$ cat src/rtl/calc_pkg.sv
// Shared constants and encodings for the keypad calculator.
// Keycodes, FSM states, operator codes and default range limit.
package calc_pkg;

  localparam int DEF_MAX_VALUE = 999;

  localparam logic [3:0] KEY_ADD  = 4'hA;
  localparam logic [3:0] KEY_SUB  = 4'hB;
  localparam logic [3:0] KEY_BKSP = 4'hC;
  localparam logic [3:0] KEY_CLR  = 4'hD;
  localparam logic [3:0] KEY_EQ   = 4'hF;

  typedef enum logic [1:0] {
    S_OPA,
    S_OPB,
    S_RESULT,
    S_ERROR
  } state_t;

  typedef enum logic [1:0] {
    OP_NONE = 2'b00,
    OP_ADD  = 2'b01,
    OP_SUB  = 2'b10
  } op_t;

endpackage

$ cat src/rtl/calc_alu.sv
// Combinational add/subtract with range check for the calculator.
// Ports: acc, cur, op in; result, out_of_range out.
module calc_alu
  import calc_pkg::*;
#(
  parameter int WIDTH     = 10,
  parameter int MAX_VALUE = DEF_MAX_VALUE
) (
  input  logic [WIDTH-1:0] acc,
  input  logic [WIDTH-1:0] cur,
  input  op_t              op,
  output logic [WIDTH-1:0] result,
  output logic             out_of_range
);

  logic [WIDTH:0] sum;
  logic [WIDTH:0] diff;

  assign sum  = {1'b0, acc} + {1'b0, cur};
  assign diff = {1'b0, acc} - {1'b0, cur};

  always_comb begin
    result       = cur;
    out_of_range = 1'b0;
    unique case (op)
      OP_ADD: begin
        result       = sum[WIDTH-1:0];
        out_of_range = sum > (WIDTH+1)'(MAX_VALUE);
      end
      OP_SUB: begin
        result       = diff[WIDTH-1:0];
        // borrow out of the extra bit means a negative result
        out_of_range = diff[WIDTH];
      end
      default: ;
    endcase
  end

endmodule

$ cat src/rtl/calc_entry_fsm.sv
// Keypad calculator entry FSM: turns keypress edges into digit entry,
// add/sub, equals, backspace and clear. Ports: clk, reset, key_pressed,
// keycode in; display_value, error, op_pending, key_accepted/rejected out.
module calc_entry_fsm
  import calc_pkg::*;
#(
  parameter int WIDTH     = 10,
  parameter int MAX_VALUE = DEF_MAX_VALUE
) (
  input  logic             clk,
  input  logic             reset,
  input  logic             key_pressed,
  input  logic [3:0]       keycode,
  output logic [WIDTH-1:0] display_value,
  output logic             error,
  output logic [1:0]       op_pending,
  output logic             key_accepted,
  output logic             key_rejected
);

  state_t           state_q, state_d;
  op_t              op_q, op_d;
  logic [WIDTH-1:0] acc_q, acc_d;
  logic [WIDTH-1:0] cur_q, cur_d;
  logic             empty_q, empty_d;
  logic             key_prev;
  logic             evt;
  logic             rej;
  logic [WIDTH-1:0] disp_d;

  logic [WIDTH-1:0] alu_res;
  logic             alu_oor;
  logic [WIDTH+3:0] dval;
  logic             dig_ok;
  logic             is_dig, is_op, is_bksp, is_clr, is_eq;
  op_t              key_op;

  calc_alu #(
    .WIDTH    (WIDTH),
    .MAX_VALUE(MAX_VALUE)
  ) u_alu (
    .acc         (acc_q),
    .cur         (cur_q),
    .op          (op_q),
    .result      (alu_res),
    .out_of_range(alu_oor)
  );

  assign evt     = key_pressed & ~key_prev;
  assign is_dig  = keycode <= 4'd9;
  assign is_op   = (keycode == KEY_ADD) || (keycode == KEY_SUB);
  assign is_bksp = keycode == KEY_BKSP;
  assign is_clr  = keycode == KEY_CLR;
  assign is_eq   = keycode == KEY_EQ;
  assign key_op  = (keycode == KEY_SUB) ? OP_SUB : OP_ADD;

  assign dval   = {4'b0, cur_q} * (WIDTH+4)'(10)
                + (WIDTH+4)'(keycode);
  assign dig_ok = dval <= (WIDTH+4)'(MAX_VALUE);

  always_comb begin
    state_d = state_q;
    op_d    = op_q;
    acc_d   = acc_q;
    cur_d   = cur_q;
    empty_d = empty_q;
    rej     = 1'b0;
    if (evt) begin
      unique case (1'b1)
        is_clr: begin
          state_d = S_OPA;
          op_d    = OP_NONE;
          acc_d   = '0;
          cur_d   = '0;
          empty_d = 1'b0;
        end
        is_dig: begin
          unique case (state_q)
            S_OPA, S_OPB: begin
              if (dig_ok) begin
                cur_d   = dval[WIDTH-1:0];
                empty_d = 1'b0;
              end else begin
                rej = 1'b1;
              end
            end
            S_RESULT: begin
              cur_d   = WIDTH'(keycode);
              acc_d   = '0;
              empty_d = 1'b0;
              state_d = S_OPA;
            end
            default: rej = 1'b1;
          endcase
        end
        is_op: begin
          unique case (state_q)
            S_OPA, S_RESULT: begin
              if (state_q == S_OPA) acc_d = cur_q;
              cur_d   = '0;
              op_d    = key_op;
              empty_d = 1'b1;
              state_d = S_OPB;
            end
            S_OPB: begin
              if (empty_q) begin
                op_d = key_op;
              end else if (alu_oor) begin
                op_d    = OP_NONE;
                state_d = S_ERROR;
              end else begin
                acc_d   = alu_res;
                cur_d   = '0;
                op_d    = key_op;
                empty_d = 1'b1;
              end
            end
            default: rej = 1'b1;
          endcase
        end
        is_bksp: begin
          if (state_q == S_OPA || state_q == S_OPB)
            cur_d = cur_q / WIDTH'(10);
          else
            rej = 1'b1;
        end
        is_eq: begin
          unique case (state_q)
            S_OPB: begin
              op_d = OP_NONE;
              if (alu_oor) begin
                state_d = S_ERROR;
              end else begin
                acc_d   = alu_res;
                state_d = S_RESULT;
              end
            end
            S_OPA: begin
              acc_d   = cur_q;
              state_d = S_RESULT;
            end
            default: rej = 1'b1;
          endcase
        end
        default: rej = 1'b1;
      endcase
    end
  end

  always_comb begin
    disp_d = '0;
    unique case (state_d)
      S_OPA:    disp_d = cur_d;
      S_OPB:    disp_d = empty_d ? acc_d : cur_d;
      S_RESULT: disp_d = acc_d;
      default:  disp_d = '0;
    endcase
  end

  always_ff @(posedge clk) begin
    if (reset) begin
      // held key at reset release must not count as a new press
      key_prev      <= 1'b1;
      state_q       <= S_OPA;
      op_q          <= OP_NONE;
      acc_q         <= '0;
      cur_q         <= '0;
      empty_q       <= 1'b0;
      display_value <= '0;
      error         <= 1'b0;
      op_pending    <= 2'b00;
      key_accepted  <= 1'b0;
      key_rejected  <= 1'b0;
    end else begin
      key_prev      <= key_pressed;
      state_q       <= state_d;
      op_q          <= op_d;
      acc_q         <= acc_d;
      cur_q         <= cur_d;
      empty_q       <= empty_d;
      display_value <= disp_d;
      error         <= state_d == S_ERROR;
      op_pending    <= op_d;
      key_accepted  <= evt & ~rej;
      key_rejected  <= evt & rej;
    end
  end

endmodule
$ cat config.mk
export PLATFORM = sky130hd
export DESIGN_NAME = calc_entry_fsm
export DESIGN_NICKNAME = d
export VERILOG_FILES = /design/src/rtl/calc_pkg.sv /design/src/rtl/calc_alu.sv /design/src/rtl/calc_entry_fsm.sv
export SDC_FILE = /design/constraint.sdc
export NUM_CORES = 1
export LEC_CHECK = 0
export ABC_AREA = 1
export BUFFER_PORTS_ARGS = -buffer_cell sky130_fd_sc_hd__buf_4
export CAP_MARGIN = 20
export CORE_AREA = 2 2 84 167
export DETAILED_ROUTE_END_ITERATION = 10
export DIE_AREA = 0 0 86 169
export PLACE_DENSITY_LB_ADDON = 0.2
export SLEW_MARGIN = 5
export SYNTH_ARGS = -nofsm -noshare
export SYNTH_HDL_FRONTEND = slang
export SYNTH_SLANG_ARGS = --single-unit
$ cat constraint.sdc
create_clock -name clk -period 6.3 [get_ports clk]
set_input_delay 1.26 -clock clk [delete_from_list [all_inputs] [get_ports clk]]
set_output_delay 1.26 -clock clk [all_outputs]
set_load 0.02 [all_outputs]
==> impl_metrics.tcl, run 1 <==
set metrics [dict create \
    drt-initial-drc-count 318 \
    maxSlewViolCount 0 \
    final_hold_viol_count 0 \
    hold_buffers 0 \
    grt_pass1_wl_mm 26.8 \
    cts_made_buffers 5 \
    ir_drop_v 0.000122 \
    io_buffers 21 \
    cts_sinks 39 \
    cap_violations 0 \
    htreeDepth 2 \
    tns_ns 0 \
    crit_chain "clkinv_1, ha_1, nor4_1, nand3_1, nand4_1, nand2_1, nand4_1, nand2_1, nand2_1, nand2_1, nand2_2, clkinv_2, a21oi_1, nand3_1, nand3_1, o21ai_0, nand2_1, a21oi_1, nand2_1, a21oi_1" \
    grt_max_degree 34 \
    cp_slowest_stage_delay_ns 0.68 \
    critPathArrivalTime_ns 4.67 \
    num_rows 60 \
    ys_seq_area_frac 0.162 \
    die_w_um 86 \
    cp-end-kind "flip-flop" \
    powerDensity_nw_per_um2 138 \
    cts_resized 0 \
    synthAdderAreaFrac 0.123 \
    drc 0 \
    postSynthCellCount 805 \
    crit_top_cell "nand2_1" \
    cpMaxStageDelayCell "dfxtp_1" \
    synth_mux_area_frac 0 \
    cp_top_family "simple AND/OR/NAND/NOR gates" \
    wl_per_cell_um 17.3 \
    hp-class "flip-flop to flip-flop" \
    routed-via-count 5330 \
    crit_buf_inv 2 \
    leakagePower_uw 0.00268 \
    synthXorXnorAreaFrac 0.0254 \
    cts.path.max_buffers 2 \
    grt_usage 0.234 \
    path_class "flip-flop to flip-flop" \
    drive_above_1_share 0.103 \
    grt_pass1_vias 5198 \
    drt_first_pass_iters 5 \
    grt_overflow 0 \
    io_pins 22 \
    synth_top_area_share 0.162 \
    fill_cells 1460 \
    antenna_cells 0 \
    initial_core_util 0.363 \
    clkTransAtPathRegs_ns 0.06 \
    core_um2 13300 \
    relSlewSlack 0.388 \
    synth-seq-cells 39 \
    die_h_um 169 \
    synthFlopType "dfxtp_1" \
    post-place-ws_ns 1.77 \
    root_buffer "clkbuf_16" \
    fin_skew_ns 0.00430 \
    wirelength_mm 16.8 \
    antenna_found_initial 0 \
    critPathRequiredTime_ns 6.45 \
    synth.area.top_cells "dfxtp_1 16%, nand2_1 15%, ha_1 11%" \
    fin_crit_sh 0.718 \
    synth_most_common_cell "nand2_1" \
    setup_viol 0 \
    synth_area_um2 4830 \
    ys_warn_count 0 \
    timing.final.crit_period_ns 4.52 \
    cp-start-kind "flip-flop" \
    syn_to_final_growth_pct 8.78 \
    synth_top_family_by_area "simple AND/OR/NAND/NOR gates" \
    syn_nets 857 \
    place_congestion 0.949 \
    fin_ws_ns 1.78 \
    syn_area_per_cell_um2 6.00 \
    synth_compound_area_frac 0.225 \
    final_nets 863 \
    yosys.area.top_type "dfxtp_1" \
    cts_tree "built" \
    via_per_inst 5.51 \
    synth_common_cells "190 x nand2_1, 99 x inv_1, 74 x nor2_1" \
    clkLatencyLatePin_ns 0.28 \
    dp_hpwl_mm 13.1 \
    drtAntennaViolNets 0 \
    ys_types 50 \
    max_freq_mhz 221 \
    grt_setup_unrepaired "false" \
    yosys.area_share.simple 0.349 \
    synth-async-reset-ratio 0 \
    cts_setup_buffers 0 \
    synth-edff-count 0 \
    die-area_um2 14500 \
    status "finished clean" \
    worst-path-max-fanout 13 \
    worst_pin_slew_ns 0.911 \
]
## routing by layer
metal  GRT usage  wire length [µm]
met5           0                 0
met4       0.103               813
met3      0.0288               685
met2       0.412              8460
met1       0.277              6800
## final timing paths
path	start	depth (start not counted)	end	slack (ns)
max	cur_q[5]	20	display_value[5]	1.78
min	op_q[0]	2	op_q[0]	0.53
max reg2reg	cur_q[5]	20	display_value[5]	1.78
min reg2reg	op_q[0]	2	op_q[0]	0.53
## area by class of cell
type,instances,area [µm²],area share
clock buffers,7,153,0.0291
clock inverters,1,7.51,0.00143
inverters,119,449,0.0855
multi-input cells,622,3490,0.664
flip-flops and latches,39,781,0.149
well taps,155,194,0.0369
repair buffers,24,180,0.0343
## per-stage QoR
stage | std cells | util | instance area [µm²] | total power (µW) | hold WS, ns
detailed placement | 959 | 0.383 | 5090 | 457 | 0.515
floorplan | 805 | - | 4830 | 404 | 0.510
global route | 967 | 0.395 | 5250 | 763 | 0.552
finish | 967 | 0.395 | 5250 | 725 | 0.530
CTS | 967 | 0.395 | 5250 | 724 | 0.525
global placement | 959 | 0.383 | 5090 | 456 | 0.514
## cell usage in the layout (no fill, tap or decap), types with 3 or more instances in the layout
cell type and count:
nand2_1 190, inv_1 99, nor2_1 74, a21oi_1 61, o21ai_0 59, nand3_1 56
ha_1 41, dfxtp_1 39, buf_4 24, nor3_1 19, nand2_2 15, inv_2 13
xor2_1 10, o211ai_1 7, nand4_1 6, and2_1 6, clkinv_1 5, o21ai_1 5
a221oi_1 5, a211oi_1 5, nand3_2 5, clkbuf_16 5, nor4_1 4, a21oi_2 4
a31oi_1 4, xnor2_1 4, fa_1 4, o21bai_1 3, a22oi_1 3, a31o_2 3
o221ai_1 3, nand3b_1 3, nand2_4 3
## sequential cells by signal (all words and copies together), names as in the netlist
name / flops
acc_q: 10
op_q: 2
key_rejected: 1
key_prev: 1
cur_q: 10
error: 1
key_accepted: 1
empty_q: 1
state_q: 2
display_value: 10
## worst reg2reg max path, cell delays in order (launching register included)
cell and delay, ns:
dfxtp_1 0.68, clkinv_1 0.51, ha_1 0.51, nor4_1 0.36, nand3_1 0.17, nand4_1 0.13
nand2_1 0.08, nand4_1 0.07, nand2_1 0.06, nand2_1 0.06, nand2_1 0.06, nand2_2 0.24
clkinv_2 0.13, a21oi_1 0.57, nand3_1 0.15, nand3_1 0.10, o21ai_0 0.11, nand2_1 0.12
a21oi_1 0.13, nand2_1 0.10, a21oi_1 0.06
## where the power goes
part           internal, µW  total [µW]  switching, µW
Combinational          60.8         187            126
Clock                   168         270            102
Sequential              254         268           13.6
## kinds of logic (layout without fill, tap and decap cells)
family                   count (synthesis)  after routing
AND/OR/NAND/NOR                        383            383
AO/OA/AOI/OAI                          180            180
buffers and inverters                  144            151
adder cells (fa/ha/maj)                 45             45
flip-flops                              39             39
XOR/XNOR                                14             14
(Power assumes the default switching activity.)
==> run 2: changes to the inputs <==
ABC_AREA = 0   (was 1)
CORE_AREA = 2 2 86 171   (was 2 2 84 167)
DIE_AREA = 0 0 88 173   (was 0 0 86 169)
clock period = 3.7 ns   (was 6.3 ns; I/O delays follow)
==> impl_metrics.tcl, run 2 <==
set metrics [dict create \
    status "finished clean" \
    top_regs "acc_q x10, cur_q x10, display_value x10" \
    p_seq_frac 0.381 \
    antenna_cells 0 \
    syn_area_per_cell_um2 7.55 \
    wirelength_mm 20.3 \
    postSynthCellCount 674 \
    fin_skew_ns 0.00863 \
    cp_slowest_stage_delay_ns 0.43 \
    antenna_found_initial 0 \
    ir_drop_v 0.000195 \
    die-area_um2 15200 \
    root_buffer "clkbuf_16" \
    regToRegStartpoint "cur_q[3]" \
    dp_hpwl_mm 16.0 \
    fill_cells 1351 \
    yosys.area.top_type "dfxtp_1" \
    worst_pin_slew_ns 0.700 \
    multiInputGateArea_um2 4280 \
    syn_to_final_growth_pct 33.1 \
    grt_max_degree 23 \
    p_sw_uw 345 \
    grt_use_met1 0.257 \
    dp.cells 955 \
    cp-start-kind "flip-flop" \
    leakagePower_uw 0.00290 \
    routed-via-count 6018 \
    ys_types 102 \
    final_common_cell "buf_4" \
    drt_first_pass_iters 7 \
    drt-initial-drc-count 365 \
    synth_common_cells "59 x nor2_1, 58 x nand2_1, 46 x o21ai_0" \
    crit_path_start "cur_q[3]" \
    synth_most_common_cell "nor2_1" \
    powerDensity_nw_per_um2 167 \
    grt_overflow 0 \
    synth.area.top_cells "dfxtp_1 15%, ha_1 10%, o21ai_0 4.5%" \
    synthFlopType "dfxtp_1" \
    p_clk_frac 0.383 \
    grt_setup_unrepaired "true" \
    power_frac_comb 0.236 \
    maxSlewViolCount 0 \
    setup_viol 0 \
    cts.path.max_buffers 2 \
    busiest_layer "met2" \
    hp-class "flip-flop to flip-flop" \
    num_rows 61 \
    via_per_inst 6.13 \
    ys_warn_count 0 \
    clkTransAtPathRegs_ns 0.06 \
    htreeDepth 2 \
    wl_per_cell_um 20.7 \
    place_congestion 0.932 \
    rrSetupSlack_ns 0.005 \
    initial_core_util 0.369 \
    io_pins 22 \
    fin_crit_sh 0.999 \
    ys_seq_area_frac 0.153 \
    grt_pass1_vias 6064 \
    cts_made_buffers 5 \
    crit_top_cell "ha_4" \
    synth-seq-cells 39 \
    p_int_uw 785 \
    synth-edff-count 0 \
    critPathArrivalTime_ns 3.87 \
    final_hold_viol_count 0 \
    core_um2 13800 \
    cpMaxStageDelayCell "or4_4" \
    synth_top_area_share 0.153 \
    final_cell_mix "146 x buf_4, 57 x nand2_1, 57 x nor2_1, 44 x a21oi_1, 43 x o21ai_0" \
    cap_violations 0 \
    io_buffers 21 \
    grt_pass1_wl_mm 31.7 \
    cp-endpoint "display_value[1]" \
    syn_nets 726 \
    critPathRequiredTime_ns 3.87 \
    worst-path-max-fanout 5 \
    path_class "flip-flop to flip-flop" \
    max_freq_mhz 271 \
    synth_area_um2 5090 \
    drc 0 \
    clkLatencyLatePin_ns 0.29 \
    p_sw_frac 0.305 \
    timing.final.crit_period_ns 3.70 \
    whs_ns 0.600 \
    final_cells 981 \
    die_w_um 88 \
    gr-usage-met3 0.0310 \
    crit_chain "buf_12, ha_4, ha_4, o21a_1, a211o_1, a221oi_2, nand4_1, mux2i_2, buf_4, or2_4, or4_4, a31oi_4, nand3_2, a32oi_1, nor2_1" \
    drtAntennaViolNets 0 \
    drive_above_1_share 0.316 \
    synth-async-reset-ratio 0 \
    worstRegToRegCells 15 \
    met2_usage 0.491 \
    cp-end-kind "flip-flop" \
    final_nets 843 \
    cts_sinks 39 \
    grt_usage 0.268 \
    final_util 0.490 \
    regArea_um2 796 \
    cts_tree "built" \
    die_h_um 173 \
    relSlewSlack 0.531 \
    timing.rr.end "display_value[1]" \
]
==> run 2: cell type report <==
| cell class | count | area share |
|---|---|---|
| Multi-Input combinational cell | 558 | 0.632 |
| Timing Repair Buffer | 152 | 0.176 |
| Tap cell | 189 | 0.0349 |
| Clock buffer | 7 | 0.0196 |
| Inverter | 35 | 0.0194 |
| Sequential cell | 39 | 0.117 |
| Clock inverter | 1 | 0.000739 |
==> run 2: metal layers <==
metal | routed length [µm] | vias up
li1 | - | 2779
met1 | 6360 | 2819
met2 | 11000 | 310
met3 | 1100 | 110
met4 | 1880 | 0
met5 | 0 | -
==> run 2: cell families after synthesis <==
logic type,synth area share
multiplexers,0.0187
adder cells (fa/ha/maj),0.118
buffers and inverters,0.0710
flip-flops,0.153
AO/OA/AOI/OAI,0.358
XOR/XNOR,0.0381
AND/OR/NAND/NOR,0.242
==> run 2: worst max-delay path: cells and delay by family, from the launching register on <==
family / cells / cell delay [ns]
compound gates: 5 / 1.22
simple gates: 5 / 1.01
fa+ha+maj: 2 / 0.46
flops: 1 / 0.38
buf+inv: 2 / 0.29
mux: 1 / 0.20
==> run 2: through the flow <==
stage / TNS, ns / instance area (µm²) / power, µW / worst slack, ns
2_1_floorplan: 0 / 5090 / 581 / 0.0506
3_3_place_gp: -3.75 / 6120 / 671 / -0.351
3_5_place_dp: -4.62 / 6120 / 673 / -0.400
4_1_cts: -0.0202 / 6560 / 1110 / -0.0202
5_1_grt: -1.19 / 6780 / 1160 / -0.144
6_report: 0 / 6780 / 1130 / 0.00494
==> run 2: power by group through the flow <==
stage / clock [µW] / combinational (µW) / sequential, µW
final: 433 / 267 / 430
after global routing: 445 / 284 / 431
after CTS: 430 / 250 / 430
after detailed placement: 0 / 232 / 440
after global placement: 0 / 231 / 440
after floorplan: 0 / 140 / 441
==> run 2: how the worst min path moves through the flow <==
stage,startpoint,end,cells past startpoint,slack [ns]
2_1_floorplan,acc_q[2],acc_q[2],2,0.51
3_3_place_gp,op_q[1],op_q[1],2,0.56
3_5_place_dp,acc_q[2],acc_q[2],2,0.59
4_1_cts,acc_q[2],acc_q[2],2,0.60
5_1_grt,acc_q[2],acc_q[2],2,0.65
6_report,op_q[0],op_q[0],2,0.60
==> run 2: what timing repair did <==
action / in CTS / in global routing
setup buffers: 11 / 8
hold buffers: 0 / 0
pin swaps: 23 / 34
setup endpoints to repair: 20 / 24
gates resized for setup: 42 / 33
